## src/rtl/acc_dump_pkg.sv

```systemverilog
// Shared types and constants for the accumulator dump sequencer.
// Used by acc_dump; the checksum byte is built only with ACC_DUMP_CHECKSUM_EN.
package acc_dump_pkg;

  localparam int         ACC_BYTES       = 16;
  localparam logic [7:0] ACC_DUMP_HEADER = 8'hA5;

  typedef enum logic [3:0] {
    ACC_DUMP_IDLE   = 4'd0,
    ACC_DUMP_HDR    = 4'd1,
    ACC_DUMP_SETSEL = 4'd2,
    ACC_DUMP_CAPT   = 4'd3,
    ACC_DUMP_GO     = 4'd4,
    ACC_DUMP_GUARD  = 4'd5,
    ACC_DUMP_DRAIN  = 4'd6,
    ACC_DUMP_CSUM   = 4'd7,
    ACC_DUMP_FIN    = 4'd8
  } acc_dump_state_e;

  // Kind of the byte currently in flight; DRAIN uses it to pick what follows.
  typedef enum logic [1:0] {
    ACC_ITEM_HDR  = 2'd0,
    ACC_ITEM_DATA = 2'd1,
    ACC_ITEM_CSUM = 2'd2
  } acc_dump_item_e;

  function automatic logic [7:0] csum_next(input logic [7:0] csum, input logic [7:0] b);
    return csum ^ b;
  endfunction

endpackage

```

## src/rtl/acc_dump.sv

```systemverilog
// Streams the 128-bit accumulator to the UART, MSB byte first, framed by a header byte.
// Define ACC_DUMP_CHECKSUM_EN to append an XOR checksum byte to each frame.
module acc_dump
  import acc_dump_pkg::*;
#(
  parameter int         NBYTES = ACC_BYTES,
  parameter int         SEL_W  = 4,
  parameter logic [7:0] HEADER = ACC_DUMP_HEADER
) (
  input  logic             clk,
  input  logic             nRst,
  input  logic             start,
  input  logic             busy_tx,
  input  logic [7:0]       mux_data,
  output logic [SEL_W-1:0] sel,
  output logic             transmit,
  output logic [7:0]       data_tx,
  output logic             lock,
  output logic             done
);

  localparam logic [SEL_W-1:0] LAST_IDX = SEL_W'(NBYTES - 1);

  acc_dump_state_e r_state;
  acc_dump_state_e w_state_next;
  acc_dump_item_e  r_kind;
  acc_dump_item_e  w_kind_next;
  logic [SEL_W-1:0] r_idx;
  logic [SEL_W-1:0] w_idx_next;
  logic [SEL_W-1:0] r_sel;
  logic             r_transmit;
  logic [7:0]       r_data_tx;
  logic             r_lock;
  logic             r_done;
  logic             w_load_hdr;
  logic             w_load_data;
  logic             w_load_csum;

  // Next-state, byte index and item-kind decode
  always_comb begin
    w_state_next = r_state;
    w_kind_next  = r_kind;
    w_idx_next   = r_idx;
    w_load_hdr   = 1'b0;
    w_load_data  = 1'b0;
    w_load_csum  = 1'b0;
    case (r_state)
      ACC_DUMP_IDLE: begin
        if (start) begin
          w_state_next = ACC_DUMP_HDR;
          w_idx_next   = '0;
        end else begin
          w_state_next = ACC_DUMP_IDLE;
        end
      end
      ACC_DUMP_HDR: begin
        if (!busy_tx) begin
          w_state_next = ACC_DUMP_GO;
          w_kind_next  = ACC_ITEM_HDR;
          w_load_hdr   = 1'b1;
        end else begin
          w_state_next = ACC_DUMP_HDR;
        end
      end
      ACC_DUMP_SETSEL: w_state_next = ACC_DUMP_CAPT;
      ACC_DUMP_CAPT: begin
        if (!busy_tx) begin
          w_state_next = ACC_DUMP_GO;
          w_kind_next  = ACC_ITEM_DATA;
          w_load_data  = 1'b1;
        end else begin
          w_state_next = ACC_DUMP_CAPT;
        end
      end
      ACC_DUMP_GO:    w_state_next = ACC_DUMP_GUARD;
      // The UART raises busy a cycle after the strobe, so GUARD must not look at it.
      ACC_DUMP_GUARD: w_state_next = ACC_DUMP_DRAIN;
      ACC_DUMP_DRAIN: begin
        if (!busy_tx) begin
          case (r_kind)
            ACC_ITEM_HDR: begin
              w_state_next = ACC_DUMP_SETSEL;
              w_idx_next   = '0;
            end
            ACC_ITEM_DATA: begin
              if (r_idx == LAST_IDX) begin
`ifdef ACC_DUMP_CHECKSUM_EN
                w_state_next = ACC_DUMP_CSUM;
`else
                w_state_next = ACC_DUMP_FIN;
`endif
              end else begin
                w_state_next = ACC_DUMP_SETSEL;
                w_idx_next   = r_idx + SEL_W'(1);
              end
            end
            ACC_ITEM_CSUM: w_state_next = ACC_DUMP_FIN;
            default:       w_state_next = ACC_DUMP_IDLE;
          endcase
        end else begin
          w_state_next = ACC_DUMP_DRAIN;
        end
      end
`ifdef ACC_DUMP_CHECKSUM_EN
      ACC_DUMP_CSUM: begin
        w_state_next = ACC_DUMP_GO;
        w_kind_next  = ACC_ITEM_CSUM;
        w_load_csum  = 1'b1;
      end
`endif
      ACC_DUMP_FIN: w_state_next = ACC_DUMP_IDLE;
      default:      w_state_next = ACC_DUMP_IDLE;
    endcase
  end

  // State, byte index and item-kind registers
  always_ff @(posedge clk or negedge nRst) begin
    if (!nRst) begin
      r_state <= ACC_DUMP_IDLE;
      r_kind  <= ACC_ITEM_HDR;
      r_idx   <= '0;
    end else begin
      r_state <= w_state_next;
      r_kind  <= w_kind_next;
      r_idx   <= w_idx_next;
    end
  end

`ifdef ACC_DUMP_CHECKSUM_EN
  logic [7:0] r_csum;

  // Running XOR of header and data bytes
  always_ff @(posedge clk or negedge nRst) begin
    if (!nRst) begin
      r_csum <= 8'h00;
    end else if (w_load_hdr) begin
      r_csum <= HEADER;
    end else if (w_load_data) begin
      r_csum <= csum_next(r_csum, mux_data);
    end else begin
      r_csum <= r_csum;
    end
  end
`endif

  // Registered outputs, derived from the upcoming state so they align with it
  always_ff @(posedge clk or negedge nRst) begin
    if (!nRst) begin
      r_sel      <= '0;
      r_transmit <= 1'b0;
      r_data_tx  <= 8'h00;
      r_lock     <= 1'b0;
      r_done     <= 1'b0;
    end else begin
      r_transmit <= (w_state_next == ACC_DUMP_GO);
      r_done     <= (w_state_next == ACC_DUMP_FIN);

      if ((r_state == ACC_DUMP_IDLE) && start) begin
        r_lock <= 1'b1;
      end else if (w_state_next == ACC_DUMP_FIN) begin
        r_lock <= 1'b0;
      end else begin
        r_lock <= r_lock;
      end

      // MSB-first: byte index 0 selects the top accumulator byte.
      if (w_state_next == ACC_DUMP_SETSEL) begin
        r_sel <= LAST_IDX - w_idx_next;
      end else if (w_state_next == ACC_DUMP_FIN) begin
        r_sel <= '0;
      end else begin
        r_sel <= r_sel;
      end

      if (w_load_hdr) begin
        r_data_tx <= HEADER;
      end else if (w_load_data) begin
        r_data_tx <= mux_data;
`ifdef ACC_DUMP_CHECKSUM_EN
      end else if (w_load_csum) begin
        r_data_tx <= r_csum;
`endif
      end else begin
        r_data_tx <= r_data_tx;
      end
    end
  end

`ifndef ACC_DUMP_CHECKSUM_EN
  logic w_unused;
  assign w_unused = w_load_csum;
`endif

  assign sel      = r_sel;
  assign transmit = r_transmit;
  assign data_tx  = r_data_tx;
  assign lock     = r_lock;
  assign done     = r_done;

endmodule

```

## config.mk

```make
export PLATFORM = sky130hd
export DESIGN_NAME = acc_dump
export DESIGN_NICKNAME = d
export VERILOG_FILES = /design/src/rtl/acc_dump_pkg.sv /design/src/rtl/acc_dump.sv
export SDC_FILE = /design/constraint.sdc
export NUM_CORES = 1
export LEC_CHECK = 0
export ABC_AREA = 1
export CAP_MARGIN = 20
export CORE_MARGIN = 4
export CORE_UTILIZATION = 38
export CTS_CLUSTER_SIZE = 10
export DETAILED_ROUTE_END_ITERATION = 8
export GPL_ROUTABILITY_DRIVEN = 0
export PLACE_DENSITY_LB_ADDON = 0.12
export SKIP_LAST_GASP = 1
export SLEW_MARGIN = 20
export SYNTH_ARGS = -nofsm -noshare
export SYNTH_HDL_FRONTEND = slang
export SYNTH_SLANG_ARGS = --single-unit
```

## constraint.sdc

```tcl
create_clock -name clk -period 1.57 [get_ports clk]
set_clock_uncertainty 0.05 [all_clocks]
set_input_delay 0.471 -clock clk [delete_from_list [all_inputs] [get_ports clk]]
set_output_delay 0.471 -clock clk [all_outputs]
set_load 0.005 [all_outputs]
```

=== After elaboration in Yosys (flattened, before gate mapping) ===
Index checks and enable logic that the tools add are counted.

* Register bits: 25
* Bits in latches: 0
* Memory bits (writable): 0
* Bits in read-only memories: 0
* Bits of input ports: 12
* Output and inout bits: 15
* Word-level logic and storage cells: 56
* Memories: 0

* $add $sub $neg: 2
* Multiply operators: 0
* Div/mod/pow operators: 0
* Magnitude comparators: 0
* Eq/ne operators: 14
* Shift operators: 0
* Mux-type cells: 24
* Bitwise logic cells: 0
* Reductions and logical operators: 8

{| class="wikitable"
|+ Operators by type and width
! cell !! number
|-
| $mux 4 || 7
|-
| $pmux 4 s7 || 1
|-
| $eq 4x3->1 const B || 4
|-
| $mux 8 || 2
|-
| $pmux 4 s2 || 2
|-
| $eq 4x2->1 const B || 3
|-
| $pmux 4 s3 || 1
|-
| $eq 4x4->1 const B || 2
|-
| $reduce_bool 2->1 || 4
|-
| $mux 1 || 6
|-
| $mux 3 || 2
|-
| $add 4x1->4 const B || 1
|-
| $eq 4x1->1 const B || 1
|-
| $logic_not 4->1 || 1
|-
| $mux 2 || 2
|-
| $ne 2x2->1 const B || 2
|-
| $pmux 2 s2 || 1
|-
| $sub 4x4->4 const A || 1
|-
| $reduce_and 3->1 || 1
|-
| $eq 2x1->1 const B || 1
|-
| $eq 2x2->1 const B || 1
|-
| $logic_not 2->1 || 1
|-
| $logic_and 1x1->1 || 1
|}

=== Depth between registers and ports, before layout ===
Gate-level depths: netlist of the first run.

* Depth after elaboration: 8
* Mapped depth: 10
* Gate-level depth less buffers: 10

=== Worst setup path before layout of the first run ===
Ideal clock, no wire load.

* Kind: register to register
* Start: register r_idx[0]
* End: register r_sel[2] (netlist: sel[2])
* Library setup time: 0.117 ns
* Arrival: 1.178 ns
* Required time: 1.403 ns
* Slack: 0.224 ns
* Cell stages (with the launch flop): 9
* Path buffers: 0
* Period minus slack after synthesis: 1.346 ns
* Cell sequence: dfrtp_1 > ha_1 > nand3_1 > nor2_2 > nor2_2 > nor2_2 > nor2_4 > nand3_1 > nand2_1

* Longest elaborated chain between the ends: 7
* Elaborated cells between the ends (all ways): 16
* Those cells by class: add/sub (2); eq/ne (3); mux (10); reduce/logical (1)

{| class="wikitable"
|+ Ends and longest elaborated chain
! what !! RTL line !! RTL
|-
| start, declared || acc_dump.sv:28 || <nowiki>logic [SEL_W-1:0] r_idx;</nowiki>
|-
| start signal, assigned || acc_dump.sv:125 || <nowiki>r_idx <= w_idx_next;</nowiki>
|-
| $add 4x1->4 or $eq 4x4->1 (tied branches) || acc_dump.sv:94, acc_dump.sv:86 ||
|-
| $mux 4 || acc_dump.sv:86 || <nowiki>if (r_idx == LAST_IDX) begin</nowiki>
|-
| $pmux 4 s2 or $pmux 4 s3 (tied branches) || acc_dump.sv:80 || <nowiki>case (r_kind)</nowiki>
|-
| $mux 4 || acc_dump.sv:79 || <nowiki>if (!busy_tx) begin</nowiki>
|-
| $pmux 4 s2 or $pmux 4 s7 (tied branches) || acc_dump.sv:47 || <nowiki>case (r_state)</nowiki>
|-
| $sub 4x4->4, or another cell as far along || acc_dump.sv:168 || <nowiki>r_sel <= LAST_IDX - w_idx_next;</nowiki>
|-
| $mux 4 or $reduce_bool 2->1 (tied branches) || - ||
|-
| end signal, assigned || acc_dump.sv:168 ||
|-
| end signal, assigned || acc_dump.sv:172 || <nowiki>r_sel <= r_sel;</nowiki>
|-
| end, declared || acc_dump.sv:30 || <nowiki>logic [SEL_W-1:0] r_sel;</nowiki>
|}

Parallel ways exist; a longest one is shown, timed or not.
A chain may end at the register's enable or synchronous reset.

=== Worst setup path after layout of the first run ===
* Start: register r_sel[0] (netlist: sel[0])
* End: output port sel[0]

{| class="wikitable"
|+ RTL lines
! what !! RTL line !! RTL
|-
| end, declared || acc_dump.sv:15 || <nowiki>output logic [SEL_W-1:0] sel,</nowiki>
|}

No word-level cell between the ends.

==> results.cfg, run 1 <==
[clocking]
cts.reportedPaths.clkPinSlew_ns = 0.14
cts_htree_levels = 1
tritoncts.num_buffers = 3
cts_hold_buf = 0
cts_tree = yes
clockBufferDepth = 2
ctsRootBufferMaster = sky130_fd_sc_hd__clkbuf_4
clkLatencyLatePin_ns = 0.31
cts.sink_count = 24

[synth]
synthesis.area_per_instance_um2 = 7.94
synth_warnings = 0
synth.ff_latch_count = 24
synthArstFlopShare = 1.00
synth_top_cells_by_count = sky130_fd_sc_hd__nand2_1 (49), sky130_fd_sc_hd__dfrtp_1 (24), sky130_fd_sc_hd__nand3_1 (17)
syn-num-nets = 167
synthesis.instances = 154
post_synth_num_cell_types = 19
synth-main-ff-cell = sky130_fd_sc_hd__dfrtp_1
synth-seq-area-share = 0.491
netlist.top_cell.by_area = sky130_fd_sc_hd__dfrtp_1
synthMostInstantiatedCell = sky130_fd_sc_hd__nand2_1
synth.cell_area_um2 = 1220
post-synth-top-area-fraction = 0.491
netlist_top_cells_area = sky130_fd_sc_hd__dfrtp_1 (49%), sky130_fd_sc_hd__nand2_1 (15%), sky130_fd_sc_hd__nand3_1 (7.0%), sky130_fd_sc_hd__inv_1 (4.6%), sky130_fd_sc_hd__nor2_1 (4.3%)
post_synth_edffs = 0

[routing]
route.antenna.remaining_nets = 0
drt_drc_violations_left = 0
drt_iter0_drc = 33
detailroute.via_count = 1092
route.detailed.wl_per_inst_um = 11.1
wirelength_um = 2670
drt-pass1-iter-count = 4
via_per_inst = 4.53

[global_route]
overall_track_demand_over_capacity_in_global_routing = 0.151
largest_net_degree_at_the_start_of_global_routing = 25
grt_antenna_before_repair = 0
globalRoute.totalOverflow = 0
vias_in_the_first_global_route = 1126
grt_pass1_wl_um = 5020

[timing]
fin_hold_ws_ns = 0.434
fin_setup_tns_ns = 0
finalHoldViolations = 0
finalCriticalPeriod_ns = 1.51
timing_worst_slew_pin_value_ns = 0.243
post-route-period-util = 0.960
slew-limit-headroom = 0.838
report.final.slew_viol_count = 0
fmaxAchievable_mhz = 663
grt_setup_unrepaired = false
finalSetupViolCount = 0
postLayoutSetupSlackWorst_ns = 0.0623

[cells_and_area]
syn2layout_area_growth_pct = 41.2
antenna-diode-count = 0
final_layout_size_suffix_gt1_frac = 0.249
finish.net_count = 211
post-route-util = 0.566

[setup_path]
startpoint_type = register
timing.critical_path.fanout_max = 2
crit_chain = dlygate4sd2_1
rr_worst_depth = 8
max_stage_delay_ns = 0.41
cp.required_ns = 1.05
worstSetupPathType = reg -> out
worst_path_max_delay_cell = sky130_fd_sc_hd__dfrtp_1
worstSetupPathDepth = 1
crit_arrival_ns = 0.99
timing.critical_path.max_delay_family = flip-flops
cp_num_buf_inv = 1
worst_setup_path_end_kind = primary output

[placed_design]
io_buffer_count = 26
detailedPlacementHpwl_um = 2120
place_worst_setup_slack_ns = -0.337

[floorplan]
placeableCoreArea_um2 = 3050
design.die.area_um2 = 4190
boundaryPins = 27
floorplan.die.width_um = 64.7
die_y_um = 64.7
placement_rows = 20
effective_utilization_at_floorplan = 0.400

[power_and_ir_drop]
design_power_mw = 2.65
pwr_per_cell_area_nw_per_um2 = 1540
irDropWorstVdd_mv = 0.800
power.leakage_nw = 0.912

[min_path]
hold_path_class = in -> async

[run]
maxCapViolCount = 0

[outcome]
outcome = finished clean
==> worst paths after layout <==
path / from / to / slack [ns]
max in group asynchronous: nRst / r_state[3]$_DFF_PN0_ / 0.88
min: nRst / data_tx[6]$_DFFE_PN0P_ / 0.43
max reg2reg: r_idx[0]$_DFF_PN0_ / sel[1]$_DFFE_PN0P_ / 0.15
min reg2reg: lock$_DFFE_PN0P_ / lock$_DFFE_PN0P_ / 0.44
min in group clk: lock$_DFFE_PN0P_ / lock$_DFFE_PN0P_ / 0.44
max: sel[0]$_DFFE_PN0P_ / sel[0] / 0.06
==> state kept, by name, summed over array words and instances, names as in the netlist <==
register / count
data_tx: 8
r_kind: 1
sel: 4
r_state: 4
r_idx: 4
lock: 1
transmit: 1
done: 1
==> where the power goes <==
| part | internal (mW) | switching [mW] |
|---|---|---|
| Sequential | 0.831 | 0.156 |
| Combinational | 0.582 | 0.633 |
| Clock | 0.258 | 0.192 |
| Total | 1.67 | 0.981 |
==> repair_timing <==
| action | CTS | global route |
|---|---|---|
| endpoints found under the setup margin | 15 | 13 |
| resized for setup | 15 | 12 |
| buffers inserted | 1 | 3 |
| pin swaps | 0 | 1 |
| endpoints found under the hold margin | 0 | 0 |
==> final cells by class <==
| cell class | instances | area, µm² |
|---|---|---|
| Clock buffer | 3 | 22.5 |
| Multi-Input combinational cell | 105 | 542 |
| Tap cell | 44 | 55.1 |
| Fill cell | 294 | 1330 |
| Inverter | 23 | 91.3 |
| Timing Repair Buffer | 41 | 384 |
| Sequential cell | 24 | 602 |
| Clock inverter | 1 | 30.0 |
==> layer usage <==
layer | track usage | vias to the layer above | part of all wire
met5 | 0 | - | 0
met4 | 0.0607 | 0 | 0.0064
met3 | 0.0433 | 2 | 0.059
met2 | 0.234 | 21 | 0.45
met1 | 0.196 | 504 | 0.48
li1 | - | 565 | -
==> stage by stage <==
stage	instance area, µm²	instances
3_3_place_gp	1630	233
4_1_cts	1670	238
3_5_place_dp	1630	233
6_report	1730	241
2_1_floorplan	1220	154
5_1_grt	1730	241
==> cell usage in the layout, fill, tap and decap left out, types with 2 or more instances in the layout <==
master                            count
sky130_fd_sc_hd__nand3_1             16
sky130_fd_sc_hd__clkdlybuf4s50_1     10
sky130_fd_sc_hd__nor2_4               5
sky130_fd_sc_hd__clkbuf_4             3
sky130_fd_sc_hd__nand2_2              5
sky130_fd_sc_hd__inv_4                2
sky130_fd_sc_hd__buf_12               2
sky130_fd_sc_hd__nand3_2              4
sky130_fd_sc_hd__inv_1               15
sky130_fd_sc_hd__inv_2                6
sky130_fd_sc_hd__buf_4               13
sky130_fd_sc_hd__dfrtp_1             23
sky130_fd_sc_hd__nor2_1              13
sky130_fd_sc_hd__nand2_1             48
sky130_fd_sc_hd__dlygate4sd2_1       13
sky130_fd_sc_hd__nand4_1              2
sky130_fd_sc_hd__clkdlybuf4s15_1      2
sky130_fd_sc_hd__nor2_2               4
sky130_fd_sc_hd__o22ai_1              4
==> logic make-up after synthesis <==
logic type	count (synthesis)	share of synthesized area
buffers and inverters	25	0.0880
AND/OR/NAND/NOR	98	0.377
AO/OA/AOI/OAI	6	0.0338
adder cells (fa/ha/maj)	1	0.0102
flip-flops	24	0.491
(Power assumes the default switching activity.)
==> run 2, diff against run 1 <==
--- a/config.mk
+++ b/config.mk
@@ -12,7 +12,7 @@
 export CTS_CLUSTER_SIZE = 10
 export DETAILED_ROUTE_END_ITERATION = 8
 export GPL_ROUTABILITY_DRIVEN = 0
-export PLACE_DENSITY_LB_ADDON = 0.12
+export PLACE_DENSITY = 0.72
 export SKIP_LAST_GASP = 1
 export SLEW_MARGIN = 20
 export SYNTH_ARGS = -nofsm -noshare
==> constraint.sdc (replaced) <==
create_clock -name clk -period 1.3 [get_ports clk]
set_clock_uncertainty 0.05 [all_clocks]
set_input_delay 0.39 -clock clk [delete_from_list [all_inputs] [get_ports clk]]
set_output_delay 0.39 -clock clk [all_outputs]
set_load 0.005 [all_outputs]
==> run 2 against run 1 <==
  * The run now ends with setup timing left
  * Worst hold slack worse by 0.091 ns
  * Clock power is 21% higher
  * Non-clock buffer count is 18 higher
  * Die area stayed put
  * Utilization is 5.0 points higher
  * Sequential share of layout area is 2.7 points lower
  * Routed wire length is 27% higher
  * Sequential power is 23% higher
  * Largest cell class is now multi-input combinational cells
  * Largest power group unchanged
==> results.cfg, run 2 (same netlist as run 1, synthesis figures left out) <==
[cells_and_area]
layout.cells.most_common = sky130_fd_sc_hd__nand2_1
final_layout_size_suffix_gt1_frac = 0.447
layout.cells.most_common_list = sky130_fd_sc_hd__nand2_1 (43), sky130_fd_sc_hd__buf_4 (30), sky130_fd_sc_hd__dfrtp_1 (22)
largest_reg_flops = 8
ff_latch_area_um2 = 603
multi_input_comb_area_um2 = 627
fillers = 272
syn2layout_area_growth_pct = 53.6
finish.net_count = 229
antenna-diode-count = 0

[power_and_ir_drop]
pwr_per_cell_area_nw_per_um2 = 1960
power.leakage_nw = 0.972
design_power_mw = 3.67
irDropWorstVdd_mv = 0.803

[routing]
detailroute.via_count = 1236
route.antenna.remaining_nets = 0
route.detailed.wl_per_inst_um = 13.1
wirelength_um = 3390
via_per_inst = 4.77
drt_drc_violations_left = 0
drt_iter0_drc = 66
drt-pass1-iter-count = 5

[timing]
postLayoutSetupSlackWorst_ns = -0.119
timing_worst_slew_pin_value_ns = 0.236
finalSetupViolCount = 12
fin_setup_tns_ns = -0.580
fmaxAchievable_mhz = 705
finalHoldViolations = 0
grt_setup_unrepaired = true
slew-limit-headroom = 0.842
report.final.slew_viol_count = 0
post-route-period-util = 1.09
finalCriticalPeriod_ns = 1.42

[setup_path]
r2r_start = r_idx[1]$_DFF_PN0_
cp-startpoint = r_idx[1]$_DFF_PN0_
worst_setup_path_end_kind = register
worstSetupPathType = reg -> reg
timing.critical_path.fanout_max = 4
startpoint_type = register
worst-r2r-setup-slack_ns = -0.12
critPathCapture = sel[2]$_DFFE_PN0P_
rr_worst_depth = 8
crit_arrival_ns = 1.60
cp.required_ns = 1.48
worst_r2r_endpoint = sel[2]$_DFFE_PN0P_

[clocking]
cts.reportedPaths.clkPinSlew_ns = 0.13
clockBufferDepth = 2
cts.sink_count = 24
cts_htree_levels = 1
cts_tree = yes
clkLatencyLatePin_ns = 0.33
ctsRootBufferMaster = sky130_fd_sc_hd__clkbuf_4
cts_hold_buf = 0
tritoncts.num_buffers = 3

[floorplan]
placement_rows = 20
effective_utilization_at_floorplan = 0.400
placeableCoreArea_um2 = 3050
die_y_um = 64.7
floorplan.die.width_um = 64.7
boundaryPins = 27
design.die.area_um2 = 4190

[outcome]
failed_checks = setup timing
outcome = finished, violations left

[global_route]
grt_pass1_wl_um = 5370
overall_track_demand_over_capacity_in_global_routing = 0.169
globalRoute.totalOverflow = 0
vias_in_the_first_global_route = 1227
largest_net_degree_at_the_start_of_global_routing = 25
grt_antenna_before_repair = 0

[placed_design]
place_worst_setup_slack_ns = -0.477
io_buffer_count = 26
detailedPlacementHpwl_um = 2280

[run]
maxCapViolCount = 0

[min_path]
hold_path_class = in -> async
[run 2: cell types whose count changed in the layout (fill, tap and decap cells not counted), sizes merged]
cell	change
buf	+33
dlymetal6s2s	-1
clkdlybuf4s15	-2
dlygate4sd2	-12
[run 2: cell type report]
class,instances,area share
well taps,44,0.0293
flip-flops and latches,24,0.321
clock buffers,3,0.0120
inverters,23,0.0473
multi-input cells,105,0.334
repair buffers,59,0.241
clock inverters,1,0.0160
[run 2: how the worst min path moves through the flow]
stage / end / slack (ns) / depth (start not counted)
after floorplan: data_tx[0]$_DFFE_PN0P_ / 0.04 / 0
after global placement: lock$_DFFE_PN0P_ / 0.41 / 2
after detailed placement: lock$_DFFE_PN0P_ / 0.42 / 2
after CTS: r_state[0]$_DFF_PN0_ / 0.34 / 2
after global routing: r_kind[0]$_DFFE_PN0P_ / 0.32 / 2
final: data_tx[3]$_DFFE_PN0P_ / 0.34 / 2
[run 2: critical path, stage by stage, from the launching register on]
cell and delay [ns]:
sky130_fd_sc_hd__dfrtp_1 0.44, sky130_fd_sc_hd__ha_4 0.18, sky130_fd_sc_hd__nand3_4 0.11, sky130_fd_sc_hd__nor2_4 0.15
sky130_fd_sc_hd__nor2_2 0.05, sky130_fd_sc_hd__nor2_2 0.15, sky130_fd_sc_hd__nor2_4 0.06, sky130_fd_sc_hd__nand3_1 0.09
sky130_fd_sc_hd__nand2_1 0.05
[run 2: repair_timing]
action / 4_1_cts / 5_1_grt
setup buffers: 10 / 4
resized for setup: 68 / 19
pin swaps: 6 / 8
setup endpoints to repair: 32 / 35
endpoints found under the hold margin: 0 / 0
[run 2: routing by layer]
layer / wire length [µm] / vias to the layer above / share of wire / track usage
li1: - / 601 / - / -
met1: 1400 / 594 / 0.41 / 0.188
met2: 1770 / 29 / 0.52 / 0.295
met3: 89 / 12 / 0.026 / 0.0225
met4: 127 / 0 / 0.037 / 0.121
met5: 0 / - / 0 / 0
[run 2: metrics by stage]
stage / instances / instance area, µm² / util / hold WS, ns
after floorplan: 154 / 1230 / - / 0.0444
after CTS: 255 / 1770 / 0.580 / 0.340
after global placement: 241 / 1690 / 0.552 / 0.409
final: 259 / 1880 / 0.615 / 0.344
after global routing: 259 / 1880 / 0.615 / 0.321
after detailed placement: 241 / 1690 / 0.552 / 0.419
[run 2: power by group]
group	switching, mW	total, mW	internal (mW)
Sequential	0.199	1.21	1.01
Clock	0.231	0.544	0.312
Combinational	0.969	1.92	0.950
==> run 3, diff against run 2 <==
--- a/config.mk
+++ b/config.mk
@@ -6,9 +6,10 @@
 export NUM_CORES = 1
 export LEC_CHECK = 0
 export ABC_AREA = 1
-export CAP_MARGIN = 20
+export CAP_MARGIN = 10
 export CORE_MARGIN = 4
 export CORE_UTILIZATION = 38
+export CTS_CLUSTER_DIAMETER = 120
 export CTS_CLUSTER_SIZE = 10
 export DETAILED_ROUTE_END_ITERATION = 8
 export GPL_ROUTABILITY_DRIVEN = 0
==> results of run 3 <==
The final DEF is identical to that of run 2; final timing and power are the same.
